## src/rtl/tinyalu_pkg.sv

```systemverilog
// tinyalu_pkg: shared ALU opcode encoding plus the types used by the
// alu_issue_ctrl issue stage (instruction word, issue FSM states, NOP check).
package tinyalu_pkg;

  typedef enum logic [3:0] {
    op_nop   = 4'h0,
    op_add   = 4'h1,
    op_and   = 4'h2,
    op_xor   = 4'h3,
    op_mul   = 4'h4,
    op_sub   = 4'h5,
    op_load  = 4'h6,
    op_store = 4'h7,
    op_or    = 4'h8,
    op_shl   = 4'h9,
    op_shr   = 4'hA,
    op_not   = 4'hB,
    op_res1  = 4'hC,
    op_res2  = 4'hD,
    op_res3  = 4'hE,
    op_nop1  = 4'hF
  } alu_opcode_t;

  // Tag field is sized for the widest caller tag; narrower tags are zero-extended.
  localparam int unsigned ALU_TAG_W_MAX = 16;

  typedef struct packed {
    alu_opcode_t              op;
    logic [7:0]               a;
    logic [7:0]               b;
    logic [ALU_TAG_W_MAX-1:0] tag;
  } alu_instr_t;

  typedef enum logic [1:0] {
    IDLE,
    ISSUE,
    NOP,
    RESP
  } issue_state_t;

  function automatic logic is_nop_op(input alu_opcode_t op);
    return (op == op_nop) || (op == op_nop1);
  endfunction

endpackage

```

## src/rtl/alu_issue_ctrl_fifo.sv

```systemverilog
// alu_instr_fifo: synchronous show-ahead FIFO of alu_instr_t words.
// Head entry is visible on data_o whenever empty_o is low.
module alu_instr_fifo
  import tinyalu_pkg::*;
#(
  parameter int unsigned DEPTH = 4
) (
  input  logic                   clk,
  input  logic                   reset_n,
  input  logic                   push_i,
  input  alu_instr_t             data_i,
  input  logic                   pop_i,
  output alu_instr_t             data_o,
  output logic                   full_o,
  output logic                   empty_o,
  output logic [$clog2(DEPTH):0] count_o
);

  localparam int unsigned AW = $clog2(DEPTH);
  localparam logic [AW:0] FULL_CNT = (AW+1)'(DEPTH);

  alu_instr_t    mem_q [DEPTH];
  logic [AW-1:0] wr_ptr_q;
  logic [AW-1:0] rd_ptr_q;
  logic [AW:0]   count_q;
  logic          do_push;
  logic          do_pop;

  assign full_o  = (count_q == FULL_CNT);
  assign empty_o = (count_q == '0);
  assign count_o = count_q;
  assign data_o  = mem_q[rd_ptr_q];
  assign do_push = push_i && !full_o;
  assign do_pop  = pop_i && !empty_o;

  // Storage array: written on push, no reset needed.
  always_ff @(posedge clk) begin
    if (do_push) begin
      mem_q[wr_ptr_q] <= data_i;
    end
  end

  // Pointers and occupancy; simultaneous push and pop leave the count unchanged.
  always_ff @(posedge clk) begin
    if (!reset_n) begin
      wr_ptr_q <= '0;
      rd_ptr_q <= '0;
      count_q  <= '0;
    end else begin
      if (do_push) wr_ptr_q <= wr_ptr_q + AW'(1);
      if (do_pop)  rd_ptr_q <= rd_ptr_q + AW'(1);
      case ({do_push, do_pop})
        2'b10:   count_q <= count_q + (AW+1)'(1);
        2'b01:   count_q <= count_q - (AW+1)'(1);
        default: count_q <= count_q;
      endcase
    end
  end

endmodule

```

## src/rtl/alu_issue_ctrl.sv

```systemverilog
// alu_issue_ctrl: buffers {op,A,B,tag} instructions, issues them one at a
// time over the ALU start/done handshake and returns each result on a
// valid/ready response port. Counts responses flagged with an ALU error.
// Optional done watchdog: define ALU_ISSUE_TIMEOUT_EN.
module alu_issue_ctrl
  import tinyalu_pkg::*;
#(
  parameter int unsigned DEPTH          = 4,
  parameter int unsigned TAG_W          = 4,
  parameter int unsigned TIMEOUT_CYCLES = 64
) (
  input  logic                   clk,
  input  logic                   reset_n,
  input  logic                   in_valid,
  output logic                   in_ready,
  input  logic [3:0]             in_op,
  input  logic [7:0]             in_a,
  input  logic [7:0]             in_b,
  input  logic [TAG_W-1:0]       in_tag,
  output logic [7:0]             alu_a,
  output logic [7:0]             alu_b,
  output logic [3:0]             alu_op,
  output logic                   alu_start,
  input  logic                   alu_done,
  input  logic [15:0]            alu_result,
  input  logic                   alu_error,
  output logic                   rsp_valid,
  input  logic                   rsp_ready,
  output logic [15:0]            rsp_result,
  output logic                   rsp_error,
  output logic                   rsp_timeout,
  output logic [3:0]             rsp_op,
  output logic [TAG_W-1:0]       rsp_tag,
  output logic [$clog2(DEPTH):0] fifo_count,
  output logic                   busy,
  output logic [7:0]             err_cnt
);

  issue_state_t     state_q;
  logic [7:0]       alu_a_q;
  logic [7:0]       alu_b_q;
  alu_opcode_t      alu_op_q;
  logic             alu_start_q;
  logic [TAG_W-1:0] tag_q;
  logic             rsp_valid_q;
  logic [15:0]      rsp_result_q;
  logic             rsp_error_q;
  alu_opcode_t      rsp_op_q;
  logic [TAG_W-1:0] rsp_tag_q;
  logic [7:0]       err_cnt_q;

  alu_instr_t       push_word;
  alu_instr_t       head;
  logic             fifo_full;
  logic             fifo_empty;
  logic             fifo_push;
  logic             fifo_pop;
  logic             unused_head_tag;

  assign in_ready  = !fifo_full;
  assign fifo_push = in_valid && in_ready;
  assign fifo_pop  = (state_q == IDLE) && !fifo_empty;
  assign push_word = '{op: alu_opcode_t'(in_op), a: in_a, b: in_b,
                       tag: ALU_TAG_W_MAX'(in_tag)};
  assign unused_head_tag = ^head.tag;

  alu_instr_fifo #(
    .DEPTH (DEPTH)
  ) u_fifo (
    .clk     (clk),
    .reset_n (reset_n),
    .push_i  (fifo_push),
    .data_i  (push_word),
    .pop_i   (fifo_pop),
    .data_o  (head),
    .full_o  (fifo_full),
    .empty_o (fifo_empty),
    .count_o (fifo_count)
  );

`ifdef ALU_ISSUE_TIMEOUT_EN
  localparam int unsigned TMR_W = $clog2(TIMEOUT_CYCLES) + 1;
  localparam logic [TMR_W-1:0] TIMER_LAST = TMR_W'(TIMEOUT_CYCLES - 1);
  logic [TMR_W-1:0] timer_q;
  logic             rsp_timeout_q;
  assign rsp_timeout = rsp_timeout_q;
`else
  logic unused_timeout_cfg;
  assign unused_timeout_cfg = (TIMEOUT_CYCLES == 0);
  assign rsp_timeout = 1'b0;
`endif

  // Issue FSM: pop in IDLE, hold start through ISSUE/NOP, hold response in RESP.
  always_ff @(posedge clk) begin
    if (!reset_n) begin
      state_q      <= IDLE;
      alu_a_q      <= '0;
      alu_b_q      <= '0;
      alu_op_q     <= op_nop;
      alu_start_q  <= 1'b0;
      tag_q        <= '0;
      rsp_valid_q  <= 1'b0;
      rsp_result_q <= '0;
      rsp_error_q  <= 1'b0;
      rsp_op_q     <= op_nop;
      rsp_tag_q    <= '0;
      err_cnt_q    <= '0;
`ifdef ALU_ISSUE_TIMEOUT_EN
      timer_q       <= '0;
      rsp_timeout_q <= 1'b0;
`endif
    end else begin
      unique case (state_q)
        IDLE: begin
          if (!fifo_empty) begin
            alu_a_q     <= head.a;
            alu_b_q     <= head.b;
            alu_op_q    <= head.op;
            tag_q       <= head.tag[TAG_W-1:0];
            alu_start_q <= 1'b1;
            state_q     <= is_nop_op(head.op) ? NOP : ISSUE;
`ifdef ALU_ISSUE_TIMEOUT_EN
            timer_q     <= '0;
`endif
          end
        end
        ISSUE: begin
          if (alu_done) begin
            alu_start_q  <= 1'b0;
            rsp_valid_q  <= 1'b1;
            rsp_result_q <= alu_result;
            rsp_error_q  <= alu_error;
            rsp_op_q     <= alu_op_q;
            rsp_tag_q    <= tag_q;
            state_q      <= RESP;
`ifdef ALU_ISSUE_TIMEOUT_EN
            rsp_timeout_q <= 1'b0;
          end else if (timer_q == TIMER_LAST) begin
            alu_start_q   <= 1'b0;
            rsp_valid_q   <= 1'b1;
            rsp_result_q  <= '0;
            rsp_error_q   <= 1'b1;
            rsp_timeout_q <= 1'b1;
            rsp_op_q      <= alu_op_q;
            rsp_tag_q     <= tag_q;
            state_q       <= RESP;
          end else begin
            timer_q <= timer_q + TMR_W'(1);
`endif
          end
        end
        NOP: begin
          alu_start_q <= 1'b0;
          state_q     <= IDLE;
        end
        RESP: begin
          if (rsp_ready) begin
            rsp_valid_q <= 1'b0;
            if (rsp_error_q && (err_cnt_q != 8'hFF)) begin
              err_cnt_q <= err_cnt_q + 8'd1;
            end
            state_q <= IDLE;
          end
        end
        default: state_q <= IDLE;
      endcase
    end
  end

  assign alu_a      = alu_a_q;
  assign alu_b      = alu_b_q;
  assign alu_op     = alu_op_q;
  assign alu_start  = alu_start_q;
  assign rsp_valid  = rsp_valid_q;
  assign rsp_result = rsp_result_q;
  assign rsp_error  = rsp_error_q;
  assign rsp_op     = rsp_op_q;
  assign rsp_tag    = rsp_tag_q;
  assign err_cnt    = err_cnt_q;
  assign busy       = (state_q != IDLE) || (fifo_count != '0);

endmodule
```

## config.mk

```make
export PLATFORM = sky130hd
export DESIGN_NAME = alu_issue_ctrl
export DESIGN_NICKNAME = d
export VERILOG_FILES = /design/src/rtl/tinyalu_pkg.sv /design/src/rtl/alu_issue_ctrl_fifo.sv /design/src/rtl/alu_issue_ctrl.sv
export SDC_FILE = /design/constraint.sdc
export NUM_CORES = 1
export LEC_CHECK = 0
export BUFFER_PORTS_ARGS = -buffer_cell sky130_fd_sc_hd__buf_2
export CAP_MARGIN = 20
export CORE_UTILIZATION = 45
export CTS_BUF_LIST = sky130_fd_sc_hd__clkbuf_8
export DETAILED_ROUTE_END_ITERATION = 7
export HOLD_SLACK_MARGIN = 0.1
export SYNTH_ARGS = -nofsm -noshare
export SYNTH_HDL_FRONTEND = slang
export SYNTH_HIERARCHICAL = 1
export SYNTH_SLANG_ARGS = --single-unit
```

## constraint.sdc

```tcl
create_clock -name clk -period 7.08 [get_ports clk]
set_input_delay 1.062 -clock clk [delete_from_list [all_inputs] [get_ports clk]]
set_output_delay 1.062 -clock clk [all_outputs]
set_load 0.02 [all_outputs]
```

==> results of run 1 <==
==> through the flow <==
stage                     hold slack, ns  cells
after floorplan                   0.4321    471
after global placement            0.4384    732
after detailed placement          0.4424    732
after CTS                         0.4509    764
after global routing              0.4651    765
final                             0.4508    765
==> worst min path at each step <==
stage | cells past startpoint | startpoint | to | slack, ns
after global placement | 2 | rsp_result[6]$_SDFFE_PN0P_ | rsp_result[6]$_SDFFE_PN0P_ | 0.44
after global routing | 2 | rsp_result[1]$_SDFFE_PN0P_ | rsp_result[1]$_SDFFE_PN0P_ | 0.47
final | 2 | tag_q[0]$_SDFFE_PN0P_ | rsp_tag[0]$_SDFFE_PN0P_ | 0.45
after CTS | 2 | tag_q[0]$_SDFFE_PN0P_ | rsp_tag[0]$_SDFFE_PN0P_ | 0.45
after detailed placement | 2 | tag_q[0]$_SDFFE_PN0P_ | rsp_tag[0]$_SDFFE_PN0P_ | 0.44
after floorplan | 2 | tag_q[0]$_SDFFE_PN0P_ | rsp_tag[0]$_SDFFE_PN0P_ | 0.43
==> worst reg2reg max path, stage by stage (launching register included) <==
cell,delay (ns)
dfxtp_1,0.46
nor3_2,0.13
nand2b_1,0.45
buf_8,0.30
inv_2,0.36
nor2b_1,0.28
ha_1,0.22
inv_1,0.06
fa_1,0.37
xor2_1,0.16
or3_1,0.30
a21boi_1,0.15
==> registers in the layout, summed over array words and instances (netlist names), named ones only <==
signal           count
u_fifo/mem_q        96
rsp_result          16
alu_a                8
alu_b                8
err_cnt              8
alu_op               4
rsp_op               4
rsp_tag              4
tag_q                4
u_fifo/count_o       3
state_q              2
u_fifo/rd_ptr_q      2
u_fifo/wr_ptr_q      2
alu_start            1
rsp_error            1
rsp_valid            1
==> cell usage in the layout, fill, tap and decap left out, types with 2 or more instances in the layout <==
master,n
a211oi_1,2
a21boi_1,2
a21oi_1,54
and2_1,7
buf_2,105
buf_4,5
bufinv_16,4
clkbuf_8,18
clkinv_1,2
clkinv_2,4
clkinv_4,2
dfxtp_1,69
edfxtp_1,96
ha_1,10
inv_1,10
inv_2,3
mux2i_1,5
mux4_2,24
nand2_1,111
nand2b_1,3
nand3_1,2
nand3_2,2
nand4_1,2
nor2_1,5
nor2b_1,4
o21ai_0,9
o31ai_1,3
or3_1,3
or4_1,3
xor2_1,2
==> layer usage <==
metal | vias up | wire length (um)
met5 | - | 0
met4 | 0 | 70
met3 | 4 | 682
met2 | 115 | 5672
met1 | 1825 | 5339
li1 | 1891 | -
==> cell type report <==
class | instances | area (um2)
Fill cell | 1142 | 6043
Sequential cell | 166 | 4285
Clock buffer | 18 | 247.7
Clock inverter | 14 | 181.4
Inverter | 13 | 48.80
Multi-Input combinational cell | 267 | 1848
Tap cell | 176 | 220.2
Timing Repair Buffer | 111 | 578.1
==> where the power goes <==
| part | internal [mW] | switching [mW] |
|---|---|---|
| registers | 1.19 | 0.108 |
| logic | 0.298 | 0.449 |
| clock network | 0.391 | 0.322 |
| total | 1.88 | 0.879 |
==> impl_results.md, run 1 <==
- Max H-tree Level: 4
- DRT iter0 DRCs: 221
- Clock Latency Late Sink: 0.44 ns
- WL/cell: 15.38 um
- WP depth: 11
- Leak Pwr: 2.731 nW
- Tmin final: 3.314 ns
- Routed Antenna Nets: 0
- Num rows: 42
- Nature of the critical path endpoint: flop
- Clk sinks: ~170
- Final Total Pwr: ~2.8 mW
- GR met3 Demand/Resource: 5.047%
- Largest net degree at the start of global routing: 60
- Arrival time of the worst setup path: around 3.7 ns
- GRT met2 Usage: 27.55%
- Gpl congestion: between 0.7 and 0.8
- Reg-to-Reg End: u_fifo/count_o[2]$_SDFFE_PN0P_
- Core ar.: about 13000 um2
- Via count: 3835
- Pre-CTS WS: 3.513 ns
- Clk_skew: roughly 0.0063 ns
- Util after Layout: 55.08%
- Routed WL: about 12 mm
- Met1 Resource Use GR: 21.59%
- Setup slack after layout: 3.766 ns
- Pwr per Cell Area: around 370 nW/um2
- RSZ-0062 raised after global routing: false
- Startpoint types: flop
- Cell area after layout: roughly 7400 um2
- Max cap viols: 0
- First-pass GRT wire length: 18.15 mm
- Slew @ Worst Pin: 1.037 ns
- Fin crit share: 46.80%
- Nets: 633
- Status: complete, no violations
- CP delay by family, top: simple AND/OR/NAND/NOR gates
- Vias/cell: 5.013
- CTS tree: yes
- Maximum vdd drop: 0.2752 mV
- DR DRC count: 0
- Initial antenna violation count: 0
- CP max-delay cell: dfxtp_1
- CTS buffer count: 17
- Max-slew violations: 0
- Vias in the first global route: about 3.6k
- Max Root-Sink Buffers: 2
- Worst-path maximum fanout: 27
- Cells on worst reg2reg path: 11
- Die Y-Extent: 120.5 um
- Layout cells sized above 1: 29.88%
- Worst min-delay path class: reg -> reg
- Postcts setup bufs: 0
- Area grow syn2layout: 17.17%
- Slowest stage delay, CP: 0.46 ns
- Ys Warns: 6
- CTS resizes: 0
- DP Wirelength: 7.465 mm
- DIE AREA: roughly 15000 um2
- DRT Pass-1 Iters: 4
- Mapped cell area: 6324 um2
- DP Area: 6965 um2
- Synth Instances: ~470
- Hold Buf Count CTS: 0
- F_max: 301.8 MHz
- CP bufs+invs: 3
- Port buffer count: 105
- Die width: 120.5 um
- IO Pins: 107
- Last element of the critical path: u_fifo/count_o[2]$_SDFFE_PN0P_
- Slew HR: 30.76%
- Reg-to-reg startpoint: u_fifo/count_o[0]$_SDFFE_PN0P_
- CP Launch Point: u_fifo/count_o[0]$_SDFFE_PN0P_
- Net count after synthesis: 528
- Total congestion overflow: 0
- Total track usage: 16.94%
- Final Hold Fails: 0
- Synthesized area per cell: 13.43 um2
- R2R Setup Slk: between 3 and 4 ns
- CP cell instances: nor3_2, nand2b_1, buf_8, inv_2, nor2b_1, ha_1, inv_1, fa_1, xor2_1, or3_1, a21boi_1
- Final setup TNS: 0 ns
- WP data required: 7.45 ns
- Initial Util: 47.01%
- Final number of setup-violating endpoints: 0
- Reg clk slew, reported paths: 0.08 ns
- Crit Path Class: reg -> reg
- CTS Root Cell: clkbuf_8
- Antenna Cells: 0
- Top Usage Layer GRT: met2
No activity file was read; power rests on OpenSTA's default activity.
==> run 2: changes to the inputs <==
clock period = 3.4 ns   (was 7.08 ns; I/O delays follow)
==> run 2 against run 1 <==
  * Via count grew 2.4%
  * Design area shrank 0.90%
  * Register-to-register slack lost 2.7 ns
  * Final cell count grew 0.13%
  * Global-route usage grew 0.64 points
  * Core utilization shrank 0.49 points
  * First-iteration DRC count grew 8.1%
  * Non-clock buffer count grew 2
==> impl_results.md, run 2 (synthesis gave the netlist of run 1 again) <==
- Pre-CTS WS: 1.042 ns (was 3.513 ns)
- Port buffer count: 105 (unchanged)
- Routed WL: 12.20 mm (was 11.76 mm)
- CTS tree: yes (unchanged)
- Placed cells: 735 (was 732)
- Total track usage: 17.58% (was 16.94%)
- Num rows: 42 (unchanged)
- Max reg flops: 96 (unchanged)
- Initial Util: 47.01% (unchanged)
- DR DRC count: 0 (unchanged)
- Slew @ Worst Pin: 1.064 ns (was 1.037 ns)
- Gpl congestion: 0.7179 (was 0.7534)
- CTS buffer count: 17 (unchanged)
- Reg clk slew, reported paths: 0.08 ns (about the same)
- Clock Latency Late Sink: 0.44 ns (about the same)
- Leak Pwr: 2.704 nW (was 2.731 nW)
- WP data required: 2.89 ns (was 7.45 ns)
- Routed Antenna Nets: 0 (unchanged)
- Int Power: 3.738 mW (was 1.881 mW)
- Clk_skew: 0.006384 ns (was 0.006302 ns)
- Area grow syn2layout: 16.13% (was 17.17%)
- DP Wirelength: 7.875 mm (was 7.465 mm)
- First-pass GRT wire length: 19.13 mm (was 18.15 mm)
- DRT iter0 DRCs: 239 (was 221)
- Core ar.: 13450 um2 (unchanged)
- Cell area after layout: 7343 um2 (was 7410 um2)
- Clk sinks: 166 (unchanged)
- Antenna Cells: 0 (unchanged)
- Most flops, register: u_fifo/mem_q (unchanged)
- Fillers: 1179 (was 1142)
- Multi-input logic area: 1848 um2 (unchanged)
- Max-slew violations: 0 (unchanged)
- Vias/cell: 5.127 (was 5.013)
- RSZ-0062 raised after global routing: false (unchanged)
- Min Hold Slack: 0.2869 ns (was 0.4508 ns)
- Initial antenna violation count: 2 (was 0)
- Die width: 120.5 um (unchanged)
- Max cap viols: 0 (unchanged)
- Final Hold Fails: 0 (unchanged)
- Net Sw Frac: 33.11% (was 31.85%)
- Pwr per Cell Area: 761.0 nW/um2 (was 372.5 nW/um2)
- Total congestion overflow: 0 (unchanged)
- Slowest stage delay, CP: 0.60 ns (was 0.46 ns)
- Slew HR: 28.97% (was 30.76%)
- Setup slack after layout: 0.9903 ns (was 3.766 ns)
- Tmin final: about 2.4 ns
- Nature of the critical path endpoint: output port (was flop)
- P_sw: 1.850 mW (was 878.9 uW)
- Commonest non-fill, non-tap cell in the layout: nand2_1 (unchanged)
- IO Pins: 107 (unchanged)
- CP max-delay cell: or4b_2 (was dfxtp_1)
- M1 wire length: 5.497 mm (was 5.339 mm)
- DRT Pass-1 Iters: 6 (was 4)
- Commonest non-fill, non-tap cells in the layout: nand2_1, buf_2, edfxtp_1, dfxtp_1, a21oi_1 (unchanged)
- Routed wl met2: 5.855 mm (was 5.672 mm)
- Met3 wire len: 623 um (was 682 um)
- Final Total Pwr: 5.588 mW (was 2.760 mW)
- Uppermost layer routed: met5 (was met4)
- Final setup TNS: 0 ns (unchanged)
- Vias in the first global route: 3818 (was 3574)
- DIE AREA: 14530 um2 (unchanged)
- CP cell instances: inv_1, ha_1, or4b_2, buf_2 (was nor3_2, nand2b_1, buf_8, inv_2, nor2b_1, ha_1, inv_1, fa_1, xor2_1, or3_1, a21boi_1)
- Sequential Power Share: 47.9% (was 47.1%)
- Hold Buf Count CTS: 0 (unchanged)
- Postcts setup bufs: 0 (unchanged)
- Final number of setup-violating endpoints: 0 (unchanged)
- Arrival time of the worst setup path: 1.90 ns (was 3.68 ns)
- CTS Root Cell: clkbuf_8 (unchanged)
- Fin crit share: a little under three quarters
- F_max: 415.0 MHz
- WL/cell: 15.93 um (was 15.38 um)
- Non-Filler Instances: 766 (was 765)
- Maximum vdd drop: 0.3826 mV (was 0.2752 mV)
- Worst-path maximum fanout: 4 (was 27)
- Die Y-Extent: 120.5 um (unchanged)
- Util after Layout: 54.59% (was 55.08%)
- Startpoint types: flop (unchanged)
- Crit Path Class: reg -> out (was reg -> reg)
- Via count: 3927 (was 3835)
- Clock share of power: 23.1% (was 25.8%)
- Nets: 635 (was 633)
- Worst min-delay path class: in -> reg (was reg -> reg)
- Layout cells sized above 1: 29.32% (was 29.88%)
- Max Root-Sink Buffers: 2 (unchanged)
- Logic pwr share: 29.1% (was 27.0%)
- Largest net degree at the start of global routing: 60 (unchanged)
- Status: complete, no violations (unchanged)
- Max H-tree Level: 4 (unchanged)
- Register area: 4285 um2 (unchanged)
- DP Area: 6988 um2 (was 6965 um2)
- CTS resizes: 0 (unchanged)
run 2: cell count changes in the layout (fill, tap and decap cells not counted), sizes merged:
cell	delta
clkinv	-2
clkinvlp	+2
buf	+2
bufinv	-2
clkbuf	-1
inv	+2
run 2: critical path, delay by kind of cell, from the launching register on:
family	cells	cell delay, ns
buf+inv	2	0.30
flops	1	0.32
simple gates	1	0.60
fa+ha+maj	1	0.24
run 2: final cells by class:
class                      count  share of cell area, %
clock buffer                  17                  3.186
clock inverter                14                  1.653
inverter                      13                 0.6645
multi-input combinational    267                  25.17
sequential                   166                  58.36
tap                          176                  2.999
timing repair buffer         113                  7.974
run 2: routing by layer:
layer / vias to the layer above / global-route usage, %
met1: 1906 / 22.13
met4: 4 / 6.944
met5: - / 0
met3: 21 / 4.811
li1: 1888 / -
met2: 108 / 28.84
run 2: worst paths after layout:
| kind | from | to | slack (ns) | cells past startpoint |
|---|---|---|---|---|
| worst max-delay path | state_q[1]$_SDFFE_PN0P_ | busy | 0.99 | 4 |
| worst min register to register | alu_a[0]$_SDFFE_PN0P_ | alu_a[0]$_SDFFE_PN0P_ | 0.45 | 2 |
| worst min-delay path | in_a[4] | u_fifo/mem_q[2][28]$_DFFE_PP_ | 0.29 | 1 |
| worst max register to register | state_q[1]$_SDFFE_PN0P_ | u_fifo/count_o[2]$_SDFFE_PN0P_ | 1.04 | 11 |
run 2: power by group through the flow:
stage                     clock (mW)  sequential [mW]  combinational [mW]
final                           1.29             2.67                1.62
after CTS                       1.33             2.68                1.65
after floorplan                    0             2.84                1.04
after detailed placement           0             2.73                1.65
after global routing            1.40             2.72                1.79
after global placement             0             2.71                1.62
